**src/rtl/pipe_adder.sv**
```systemverilog
// pipe_adder: STAGES-deep pipelined WIDTH-bit add/sub with valid/ready; PIPE_ADDER_SAT_EN enables signed saturation.
module pipe_adder #(
  parameter int WIDTH = 32,
  parameter int STAGES = 4
) (
  input  logic             clk,
  input  logic             rst,
  input  logic             in_valid,
  output logic             in_ready,
  input  logic [WIDTH-1:0] a,
  input  logic [WIDTH-1:0] b,
  input  logic             cin,
  input  logic             sub,
  output logic             out_valid,
  input  logic             out_ready,
  output logic [WIDTH-1:0] sum,
  output logic             cout,
  output logic             ovf
);
  localparam int CW = WIDTH / STAGES;
  logic adv, c0, ovf_n;
  logic [WIDTH-1:0] bp;
  assign adv = out_ready | ~out_valid;
  assign in_ready = adv;
  assign bp = sub ? ~b : b;
  assign c0 = sub | cin;
  for (genvar k = 0; k < STAGES; k++) begin : g
    localparam int BW = WIDTH - k * CW;
    // acc holds resolved sum chunks below k and untouched A chunks above; b keeps only unadded chunks
    logic [WIDTH-1:0] acc_i, acc_n, acc_q;
    logic [BW-1:0] b_i;
    logic c_i, v_i, c_q, v_q;
    logic [CW:0] r;
    if (k == 0) begin : src
      assign acc_i = a;
      assign b_i = bp;
      assign c_i = c0;
      assign v_i = in_valid;
    end else begin : src
      assign acc_i = g[k-1].acc_q;
      assign b_i = g[k-1].bs.b_q;
      assign c_i = g[k-1].c_q;
      assign v_i = g[k-1].v_q;
    end
    assign r = {1'b0, acc_i[k*CW +: CW]} + {1'b0, b_i[CW-1:0]} + (CW+1)'(c_i);
    always_comb begin
      acc_n = acc_i;
      acc_n[k*CW +: CW] = r[CW-1:0];
`ifdef PIPE_ADDER_SAT_EN
      if (k == STAGES - 1 && ovf_n) acc_n = {acc_i[WIDTH-1], {(WIDTH-1){~acc_i[WIDTH-1]}}};
`endif
    end
    always_ff @(posedge clk) begin
      if (rst) begin
        acc_q <= '0;
        c_q <= 1'b0;
        v_q <= 1'b0;
      end else if (adv) begin
        acc_q <= acc_n;
        c_q <= r[CW];
        v_q <= v_i;
      end
    end
    if (k < STAGES - 1) begin : bs
      logic [BW-CW-1:0] b_q;
      always_ff @(posedge clk) begin
        if (rst) b_q <= '0;
        else if (adv) b_q <= b_i[BW-1:CW];
      end
    end else begin : last
      assign ovf_n = (acc_i[WIDTH-1] == b_i[CW-1]) & (r[CW-1] != acc_i[WIDTH-1]);
      always_ff @(posedge clk) begin
        if (rst) ovf <= 1'b0;
        else if (adv) ovf <= ovf_n;
      end
    end
  end
  assign sum = g[STAGES-1].acc_q;
  assign cout = g[STAGES-1].c_q;
  assign out_valid = g[STAGES-1].v_q;
endmodule

```
**config.mk**
```make
export PLATFORM = sky130hd
export DESIGN_NAME = pipe_adder
export DESIGN_NICKNAME = d
export VERILOG_FILES = /design/src/rtl/pipe_adder.sv
export SDC_FILE = /design/constraint.sdc
export NUM_CORES = 1
export LEC_CHECK = 0
export ABC_AREA = 1
export CORE_MARGIN = 2
export CORE_UTILIZATION = 63
export DETAILED_ROUTE_END_ITERATION = 8
export DONT_BUFFER_PORTS = 1
export PLACE_DENSITY = 0.79
export REMOVE_ABC_BUFFERS = 1
export SLEW_MARGIN = 40
export SYNTH_ARGS = -nofsm -noshare
export SYNTH_HDL_FRONTEND = slang
export SYNTH_SLANG_ARGS = --single-unit
```
**constraint.sdc**
```tcl
create_clock -name clk -period 3.5 [get_ports clk]
set_clock_uncertainty 0.2 [all_clocks]
set_input_delay 1.05 -clock clk [delete_from_list [all_inputs] [get_ports clk]]
set_output_delay 1.05 -clock clk [all_outputs]
set_load 0.05 [all_outputs]
```
### Word level (Yosys, flattened, before mapping)

Cells that the tools add are included.

| storage, ports and cells | value |
|---|---|
| flip-flop bits (word level) | 185 |
| latch bits | 0 |
| RAM bits | 0 |
| memory bits (read-only) | 0 |
| input bits | 70 |
| output and inout bits | 36 |
| logic and storage cells | 32 |
| memories kept | 0 |

| operators by class | value |
|---|---|
| $add $sub $neg | 8 |
| multipliers | 0 |
| div/mod/pow operators | 0 |
| order comparisons | 0 |
| eq/ne operators | 2 |
| shift-type cells | 0 |
| muxes and demuxes | 1 |
| bitwise gates (word level) | 5 |
| reductions and logical operators | 0 |

Operators with widths:

| operator | number |
|---|---|
| $add A8 B8 Y9 | 4 |
| $add A9 B1 Y9 | 4 |
| $mux W32 | 1 |
| $not A32 Y32 | 1 |
| $or A1 B1 Y1 | 2 |
| $and A1 B1 Y1 | 1 |
| $eq A1 B1 Y1 | 1 |
| $ne A1 B1 Y1 | 1 |
| $not A1 Y1 | 1 |

### Longest topological paths before layout

Gate-level depths: netlist of the first run.

| logic depth | value |
|---|---|
| word-level depth | 4 |
| gate-level depth with buffers | 13 |
| depth with buffers taken out | 11 |

### Least setup slack after synthesis of the first run

OpenSTA, ideal clock, no wires.

| timing path | value |
|---|---|
| path kind | input -> register |
| start point | input port sub |
| end point | register g[0].acc_q[4] |
| setup time | 0.114 ns |
| data arrival time | 2.805 ns |
| data required time | 3.186 ns |
| slack | 0.381 ns |
| cell stages on the path | 12 |
| path buffers | 2 |
| cell sequence | buf_2 > buf_2 > or2_2 > fa_1 > inv_1 > fa_1 > inv_1 > nand3_1 > nand2_1 > xor2_1 > o21bai_1 > inv_1 |

| between the ends | value |
|---|---|
| word-level cells in the longest chain between the ends | 3 |
| elaborated cells on any way between the ends | 4 |

RTL lines:

| item | RTL line | RTL |
|---|---|---|
| from (decl) | 13 | `input logic sub,` |
| $mux W32 | 25 | `assign bp = sub ? ~b : b;` |
| $add A8 B8 Y9 | 45 | `assign r = {1'b0, acc_i[k*CW +: CW]} + {1'b0, b_i[CW-1:0]} + (CW+1)'(c_i);` |
| $add A9 B1 Y9 * | 45 |  |
| to (signal assigned) | 59 | `acc_q <= acc_n;` |
| to (decl) | 30 | `logic [WIDTH-1:0] acc_i, acc_n, acc_q;` |

Mark *: on every way between the ends. The rest lies on a longest branch, timed or not.
A chain may end at the register's enable or synchronous reset.

### Worst setup path in the final report of the first run

| timing path | value |
|---|---|
| start point | register g[3].v_q, in the netlist out_valid |
| end point | output port in_ready |

| between the ends | value |
|---|---|
| word-level cells in the longest chain between the ends | 2 |

RTL lines:

| item | RTL line | RTL |
|---|---|---|
| from (decl) | 32 | `logic c_i, v_i, c_q, v_q;` |
| from (signal assigned) | 61 | `v_q <= v_i;` |
| $not A1 Y1 | 23 | `assign adv = out_ready \| ~out_valid;` |
| $or A1 B1 Y1 | 23 |  |
| to (decl) | 9 | `output logic in_ready,` |

No other way between the ends.

==> results of run 1 <==
cells in the mapped netlist:
cell and instances:
a21o_1 3, nor2_4 1, clkbuf_1 36, xor2_1 12, fa_1 8, o21bai_1 5
buf_6 11, dfxtp_1 185, buf_2 15, a21oi_1 54, nand2_1 66, o211ai_1 1
o21ai_0 179, xnor2_1 28, a211oi_1 4, nand2b_1 4, buf_4 2, nand3b_1 3
nand4_1 14, nand3_1 49, a31oi_1 1, inv_1 75, ha_1 28, nor2_1 257
inv_2 1, or2_2 4
final timing paths:
path                                  endpoint  cells past startpoint
setup / recovery                      in_ready                      3
hold / removal    g[1].bs.b_q[11]$_SDFFE_PP0P_                      2
setup reg to reg   g[1].acc_q[12]$_SDFFE_PP0P_                      7
hold reg to reg   g[1].bs.b_q[11]$_SDFFE_PP0P_                      2
logic make-up after synthesis:
logic type	Yosys count
compound gates	247
xor+xnor	40
fa+ha+maj	36
buf+inv	140
flops	185
simple gates	398
flip-flops by register name (all words and copies together), names as in the netlist:
register / flops
cout: 1
g.acc_q: 96
g.bs.b_q: 48
g.c_q: 3
g.v_q: 3
out_valid: 1
ovf: 1
sum: 32
area by class of cell:
type | count | area, um^2 | area share (%)
inverters | 76 | 293 | 3.37
clock buffers | 23 | 508 | 5.84
well taps | 172 | 215 | 2.47
repair buffers | 8 | 110 | 1.27
clock inverters | 9 | 110 | 1.27
flip-flops and latches | 185 | 3700 | 42.6
multi-input cells | 721 | 3760 | 43.2
per-layer routing:
layer	global-route usage [%]	vias up
li1	-	3333
met2	37.0	140
met4	6.93	0
met3	6.57	13
met5	0	-
met1	29.5	2886
critical path: cells and delay by family, from the launching register on:
kind | cells | cell delay (ns)
buffers and inverters | 2 | 0.28
DFF | 1 | 0.63
and+or+nand+nor | 1 | 0.19
metrics by stage:
step	area [um^2]	setup TNS, ns
3_5_place_dp	8080	0
3_3_place_gp	8080	0
5_1_grt	8700	0
4_1_cts	8700	0
2_1_floorplan	7750	-197.35
6_report	8700	0
power breakdown:
part	leakage (nW)	internal (mW)	total (mW)	switching (mW)
sequential	1.52	2.28	2.45	0.172
combinational	2.49	0.197	0.470	0.274
clock	0.298	1.17	1.96	0.791
cell usage in the layout, fill, tap and decap left out:
master      count
a211oi_1        4
a21o_1          3
a21oi_1        54
a31oi_1         1
buf_12          4
buf_4           4
bufinv_16       2
clkbuf_16      17
clkbuf_8        6
clkinv_2        2
clkinvlp_4      3
dfxtp_1       185
fa_1            8
ha_1           28
inv_1          74
inv_4           1
inv_6           3
nand2_1        66
nand2b_1        4
nand3_1        49
nand3b_1        3
nand4_1        14
nor2_1        257
nor2_4          1
o211ai_1        1
o21ai_0       179
o21bai_1        5
or2_2           4
xnor2_1        28
xor2_1         12
==> metrics.yaml, run 1 <==
place:
  io_buffers: 0
  dpl.hpwl_um: 9690
  routabilityCongestion: 0.813
  preCtsSetupSlack_ns: 0.608
  placed_cells: 1162
final_layout:
  final_cell_count_no_fill: 1194
  n_antenna_cell: 0
  synthToLayoutAreaGrowth_pct: 7.43
  fillCellCount: 1072
  utilization_pct: 69.2
  nNetsFinal: 1115
  drive_gt1_share_pct: 4.60
floorplan:
  start_util_pct: 64.4
  die_area_um2: 13800
  die_h_um: 117
  num_rows: 41
  coreArea_um2: 12600
  die_w_um: 117
  io_pins: 106
yosys:
  synth_mux_area_share_pct: 0
  synth_top_family_by_area: "simple AND/OR/NAND/NOR gates"
  netlist.area_leader.share_pct: 45.7
  ys_types: 26
  synth_compound_area_share_pct: 15.7
  synth-xor-area-share_pct: 4.33
  synth-simple-area-share_pct: 20.1
  yosysSeqAreaShare_pct: 45.7
  synth_seq_cells: 185
  synth.area.top_cells: "dfxtp_1 46%, nor2_1 12%, o21ai_0 11%, ha_1 4.3%, inv_1 3.5%"
  synth_area_per_cell_um2: 7.74
  synthAdderAreaFrac_pct: 6.30
  yosys_warnings: 0
  syn_area_um2: 8100
  syn_inst: 1046
  yosys.area.top_type: "dfxtp_1"
cts:
  cts_root_buf: "clkbuf_16"
  cts_buffers: 17
  cts_sinks: 185
  path_clk_slew_ns: 0.06
  postCtsSetupBuffers: 0
  htreeDepth: 4
  cts.repair.resized: 0
  cts_tree: "done"
  clk_path_buf_depth: 2
  cts_hold_buf: 0
  clock_latency_ns: 0.43
grt:
  grt_pass1_wl_um: 26000
  globalRouteOverflowTotal: 0
  antenna_found_initial: 1
  grt_max_degree: 142
  gr-usage-all-layers_pct: 22.8
  grt_pass1_vias: 5669
detailed_routing:
  wl_met3_um: 924
  dr_wl_met2_um: 7410
  drt_pass1_iterations: 5
  vias_per_cell: 5.34
  postRouteWirelength_um: 15500
  vias: 6372
  drc: 0
  top_layer: "met4"
  wl_met1_um: 6990
  routedWlPerCell_um: 13.0
  antenna_left: 0
  first_iter_violations: 528
setup_path:
  path_class: "flop to output port"
  path_max_fanout: 28
  path_cells: "inv_1 > nor2_4 > inv_6"
  crit_required_ns: 2.25
  r2r_start: "out_valid$_SDFFE_PP0P_"
  critPathMaxStageDelay_ns: 0.63
  worstPathArrival_ns: 1.58
  cp_slowest_cell: "dfxtp_1"
  end_kind: "output port"
  crit_start: "out_valid$_SDFFE_PP0P_"
  cp-start-kind: "flop"
  reg2reg_slack_ns: 1.34
timing:
  finalCritPeriodShare_pct: 80.8
  hold_viol: 0
  tightest_slew_ns: 0.625
  setup_slack_ns: 0.673
  holdWs_ns: 0.246
  maxSlewViolCount: 0
  rsz0062_at_grt: "false"
  finalSetupViolCount: 0
  period_needed_ns: 2.83
  max_slew_margin_pct: 58.3
  maxClockFrequency_mhz: 354
worst_hold_path:
  hold_path.class: "flop to flop"
  min-delay-start: "g[0].bs.b_q[19]$_SDFFE_PP0P_"
power_and_ir_drop:
  finalPower_mw: 4.88
  power_density_nw_per_um2: 561
  power.leakage_nw: 4.32
  ir_drop_uv: 466
flow_run:
  maxCapViolCount: 0
status:
  status: "completed"
No activity file was read; power rests on OpenSTA's default activity.
==> run 2, diff against run 1 <==
==> constraint.sdc (replaced) <==
create_clock -name clk -period 2.8 [get_ports clk]
set_clock_uncertainty 0.2 [all_clocks]
set_input_delay 0.84 -clock clk [delete_from_list [all_inputs] [get_ports clk]]
set_output_delay 0.84 -clock clk [all_outputs]
set_load 0.05 [all_outputs]
==> metrics.yaml, run 2 (synthesis results as in run 1) <==
detailed_routing:
  vias: 6308
  vias_per_cell: 5.28
  first_iter_violations: 424
  drt_pass1_iterations: 5
  routedWlPerCell_um: 12.7
  antenna_left: 0
  postRouteWirelength_um: 15200
  drc: 0
setup_path:
  r2r_start: "g[1].acc_q[16]$_SDFFE_PP0P_"
  cp_top_family: "buffers and inverters"
  crit_buf_inv: 3
  r2r_cells: 8
  reg2reg_slack_ns: 0.72
  cp_slowest_cell: "dfxtp_1"
  path_class: "flop to output port"
  cp-start-kind: "flop"
  path_max_fanout: 5
  critPathMaxStageDelay_ns: 0.31
  rr_endpoint: "g[2].acc_q[22]$_SDFFE_PP0P_"
  end_kind: "output port"
  path_cells: "buf_4 > inv_1 > nor2_4 > inv_6"
  crit_required_ns: 1.76
  worstPathArrival_ns: 1.34
final_layout:
  fillCellCount: 1062
  drive_gt1_share_pct: 4.60
  nNetsFinal: 1116
  largest_register: "g.acc_q"
  largest_reg_flops: 96
  synthToLayoutAreaGrowth_pct: 7.93
  final_cell_mix: "257 x nor2_1, 185 x dfxtp_1, 179 x o21ai_0"
  final_common_cell: "nor2_1"
  n_antenna_cell: 0
  utilization_pct: 69.5
floorplan:
  num_rows: 41
  coreArea_um2: 12600
  die_h_um: 117
  start_util_pct: 64.4
  die_w_um: 117
  io_pins: 106
  die_area_um2: 13800
cts:
  clock_latency_ns: 0.43
  postCtsSetupBuffers: 0
  cts_buffers: 17
  cts_hold_buf: 0
  cts_tree: "done"
  path_clk_slew_ns: 0.07
  cts.repair.resized: 0
  htreeDepth: 4
  clk_path_buf_depth: 2
  cts_sinks: 185
  cts_root_buf: "clkbuf_16"
place:
  io_buffers: 0
  routabilityCongestion: 0.805
  dpl.hpwl_um: 9790
worst_hold_path:
  hold_path.class: "flop to flop"
  hold_end: "g[1].bs.b_q[11]$_SDFFE_PP0P_"
  min-delay-start: "g[0].bs.b_q[19]$_SDFFE_PP0P_"
  min_delay_path_depth: 2
flow_run:
  maxCapViolCount: 0
timing:
  tightest_slew_ns: 0.591
  finalSetupViolCount: 0
  max_slew_margin_pct: 60.6
  period_needed_ns: 2.38
  hold_viol: 0
  maxSlewViolCount: 0
  maxClockFrequency_mhz: 421
  holdWs_ns: 0.238
  rsz0062_at_grt: "false"
  finalCritPeriodShare_pct: 84.9
  setup_tns_ns: 0
power_and_ir_drop:
  power.leakage_nw: 4.32
  finalPower_mw: 6.09
  ir_drop_uv: 431
  power_density_nw_per_um2: 697
grt:
  grt_max_degree: 142
  antenna_found_initial: 0
  grt_pass1_vias: 5609
  globalRouteOverflowTotal: 0
  gr-usage-all-layers_pct: 22.4
  grt_pass1_wl_um: 25400
status:
  status: "completed"
run 2: changes by cell type in the layout (fill, tap and decap cells not counted):
cell,change
buf_12,+3
buf_4,-2
bufinv_16,+1
clkbuf_8,-3
clkinv_4,+1
clkinvlp_4,+2
inv_6,-2
run 2: per-layer routing:
layer | vias up | global-route usage (%) | wire [um]
li1 | 3333 | - | -
met1 | 2847 | 27.8 | 7100
met2 | 105 | 37.3 | 7070
met3 | 23 | 6.13 | 756
met4 | 0 | 8.21 | 249
met5 | - | 0 | 0
run 2: worst max path at each step:
stage / from / to / slack (ns) / depth (start not counted)
after floorplan: out_ready / g[1].acc_q[12]$_SDFFE_PP0P_ / -1.91 / 5
after global placement: sub / g[0].acc_q[4]$_SDFFE_PP0P_ / 0.18 / 10
after detailed placement: sub / g[0].acc_q[4]$_SDFFE_PP0P_ / 0.10 / 10
after CTS: out_valid$_SDFFE_PP0P_ / in_ready / 0.40 / 4
after global routing: out_valid$_SDFFE_PP0P_ / in_ready / 0.38 / 4
final: out_valid$_SDFFE_PP0P_ / in_ready / 0.42 / 4
run 2: final cells by class:
cell class / instances / area [um^2] / area share [%]
Clock buffer: 20 / 467 / 5.34
Clock inverter: 11 / 146 / 1.68
Inverter: 76 / 293 / 3.35
Multi-Input combinational cell: 721 / 3760 / 43.0
Sequential cell: 185 / 3700 / 42.4
Tap cell: 172 / 215 / 2.46
Timing Repair Buffer: 9 / 155 / 1.78
run 2: worst reg2reg max path: stages (launching register included):
cell     delay, ns
dfxtp_1       0.33
fa_1          0.49
fa_1          0.45
nand4_1       0.15
nand3_1       0.11
nand2_1       0.07
nand3_1       0.07
nand2_1       0.07
inv_1         0.03
run 2: stage by stage:
stage / instances / setup slack (ns) / area (um^2)
after global routing: 1194 / 0.379 / 8740
final: 1194 / 0.424 / 8740
after CTS: 1194 / 0.404 / 8740
after detailed placement: 1163 / 0.103 / 8130
after global placement: 1163 / 0.178 / 8130
after floorplan: 982 / -1.91 / 7750
run 2: where the power goes:
group	total, mW	switching (mW)	internal (mW)
Combinational	0.592	0.342	0.250
Sequential	3.06	0.210	2.85
Clock	2.45	0.979	1.47
Total	6.09	1.53	4.56
==> run 3, diff against run 2 <==
--- a/config.mk
+++ b/config.mk
@@ -7,10 +7,10 @@
 export LEC_CHECK = 0
 export ABC_AREA = 1
 export CORE_MARGIN = 2
-export CORE_UTILIZATION = 63
+export CORE_UTILIZATION = 57
 export DETAILED_ROUTE_END_ITERATION = 8
 export DONT_BUFFER_PORTS = 1
-export PLACE_DENSITY = 0.79
+export PLACE_DENSITY = 0.75
 export REMOVE_ABC_BUFFERS = 1
 export SLEW_MARGIN = 40
 export SYNTH_ARGS = -nofsm -noshare
==> constraint.sdc (replaced) <==
create_clock -name clk -period 1.9 [get_ports clk]
set_clock_uncertainty 0.2 [all_clocks]
set_input_delay 0.57 -clock clk [delete_from_list [all_inputs] [get_ports clk]]
set_output_delay 0.57 -clock clk [all_outputs]
set_load 0.05 [all_outputs]
==> metrics.yaml, run 3 (synthesis results as in run 1) <==
status:
  status: "complete, but fails checks"
  violations: "setup timing"
detailed_routing:
  top_layer: "met5"
  wl_met3_um: 951
  dr_wl_met2_um: 7790
  first_iter_violations: 363
  vias_per_cell: 5.26
  drt_pass1_iterations: 5
  routedWlPerCell_um: 13.5
  drc: 0
  antenna_left: 0
  postRouteWirelength_um: 16700
  wl_met1_um: 7690
  vias: 6487
floorplan:
  die_w_um: 123
  die_h_um: 123
  die_area_um2: 15200
  start_util_pct: 58.3
  io_pins: 106
  num_rows: 43
  coreArea_um2: 13900
place:
  io_buffers: 0
  routabilityCongestion: 0.848
  placed_cells: 1192
  place_area_um2: 8340
  dpl.hpwl_um: 10400
worst_hold_path:
  min-delay-start: "a[30]"
  hold_path.class: "primary input to flop"
setup_path:
  worstPathArrival_ns: 2.07
  path_max_fanout: 3
  end_kind: "flop"
  critPathMaxStageDelay_ns: 0.41
  cp.depth: 8
  path_cells: "fa_2 > fa_2 > nand4_1 > nand3_2 > nand2_1 > nand3_1 > nand2_1 > inv_1"
  cp_top_family: "adder cells"
  cp_slowest_cell: "fa_2"
  crit_start: "g[0].bs.b_q[0]$_SDFFE_PP0P_"
  cp-start-kind: "flop"
  rr_endpoint: "g[1].acc_q[14]$_SDFFE_PP0P_"
  r2r_cells: 8
  reg2reg_slack_ns: -0.04
  crit_buf_inv: 1
  crit_required_ns: 2.03
  path_class: "flop to flop"
  r2r_start: "g[0].bs.b_q[0]$_SDFFE_PP0P_"
  cp-endpoint: "g[1].acc_q[14]$_SDFFE_PP0P_"
final_layout:
  fillCellCount: 1228
  final_cell_count_no_fill: 1234
  largest_reg_flops: 96
  largest_register: "g.acc_q"
  final_common_cell: "nor2_1"
  nNetsFinal: 1147
  synthToLayoutAreaGrowth_pct: 14.0
  drive_gt1_share_pct: 11.1
  final-seq-area_um2: 3710
  final_cell_mix: "257 x nor2_1, 177 x dfxtp_1, 175 x o21ai_0"
  final_area_um2: 9230
  n_antenna_cell: 0
  multi_input_area_um2: 3880
timing:
  period_needed_ns: 1.94
  finalSetupViolCount: 4
  rsz0062_at_grt: "true"
  max_slew_margin_pct: 65.6
  setup_slack_ns: -0.0366
  maxClockFrequency_mhz: 516
  tightest_slew_ns: 0.515
  finalCritPeriodShare_pct: 102
  maxSlewViolCount: 0
  hold_viol: 0
power_and_ir_drop:
  ir_drop_uv: 1030
  power_density_nw_per_um2: 996
  power.leakage_nw: 4.57
cts:
  cts_sinks: 185
  cts_tree: "done"
  cts_buffers: 17
  htreeDepth: 4
  clk_path_buf_depth: 2
  cts_root_buf: "clkbuf_16"
  clock_latency_ns: 0.43
  path_clk_slew_ns: 0.07
grt:
  grt_pass1_wl_um: 27100
  grt_pass1_vias: 5963
  globalRouteOverflowTotal: 0
  gr-usage-all-layers_pct: 22.4
  antenna_found_initial: 1
  grt_max_degree: 77
flow_run:
  maxCapViolCount: 0
==> run 3: changes by cell type in the layout (fill, tap and decap cells not counted), moves of 8 or more <==
cell     delta
buf_4      +23
dfxtp_1     -8
dfxtp_2     +8
fa_1        -8
fa_2        +8
nand3_1    -10
nand3_2    +10
==> run 3: what timing repair did <==
action	4_1_cts	5_1_grt
setup buffers	4	3
setup endpoints to repair	15	22
gates cloned	1	1
resized for setup	12	34
hold buffers	1	0
endpoints found under the hold margin	2	0
pin swaps	3	25
==> run 3: where the power goes <==
part	internal, mW	total (mW)	switching [mW]
registers	4.19	4.51	0.311
clock network	2.15	3.68	1.52
logic	0.448	1.01	0.560
total	6.79	9.19	2.39
==> run 3: cell type report <==
type / instances / share of cell area, %
Tap cell: 180 / 2.44
Clock buffer: 19 / 4.91
Sequential cell: 185 / 40.2
Timing Repair Buffer: 40 / 5.36
Inverter: 76 / 3.17
Multi-Input combinational cell: 721 / 42.1
Clock inverter: 13 / 1.82
==> run 3: worst min-delay path by stage <==
stage                     cells after the start  slack [ns]                      endpoint
after detailed placement                      2        0.23  g[1].bs.b_q[11]$_SDFFE_PP0P_
after global placement                        2        0.23  g[1].bs.b_q[11]$_SDFFE_PP0P_
after global routing                          2         0.1   g[0].acc_q[14]$_SDFFE_PP0P_
after floorplan                               2        0.22  g[1].bs.b_q[11]$_SDFFE_PP0P_
final                                         2        0.11   g[0].acc_q[30]$_SDFFE_PP0P_
after CTS                                     2        0.10   g[0].acc_q[14]$_SDFFE_PP0P_
==> run 3: worst reg2reg max path: stages (launching register included) <==
cell and delay (ns):
dfxtp_2 0.33, fa_2 0.41, fa_2 0.41, nand4_1 0.15, nand3_2 0.11, nand2_1 0.07, nand3_1 0.06, nand2_1 0.06
inv_1 0.03
==> run 3: per-stage QoR <==
stage          TNS [ns]  hold slack (ns)  setup slack (ns)  util, %  total power, mW
6_report        -0.0907            0.109           -0.0366     66.5             9.19
2_1_floorplan   -442.76            0.222             -2.75        -             5.26
5_1_grt          -0.624           0.0986            -0.100     66.5             9.62
3_3_place_gp      -3.08            0.228            -0.431     60.1             5.49
4_1_cts         -0.0662            0.100           -0.0525     65.3             9.22
3_5_place_dp      -3.56            0.232            -0.492     60.1             5.52
==> run 3: layer usage <==
| metal | global-route usage, % | vias up |
|---|---|---|
| met5 | 0 | - |
| li1 | - | 3401 |
| met2 | 36.7 | 133 |
| met4 | 7.03 | 2 |
| met1 | 28.1 | 2931 |
| met3 | 7.24 | 20 |
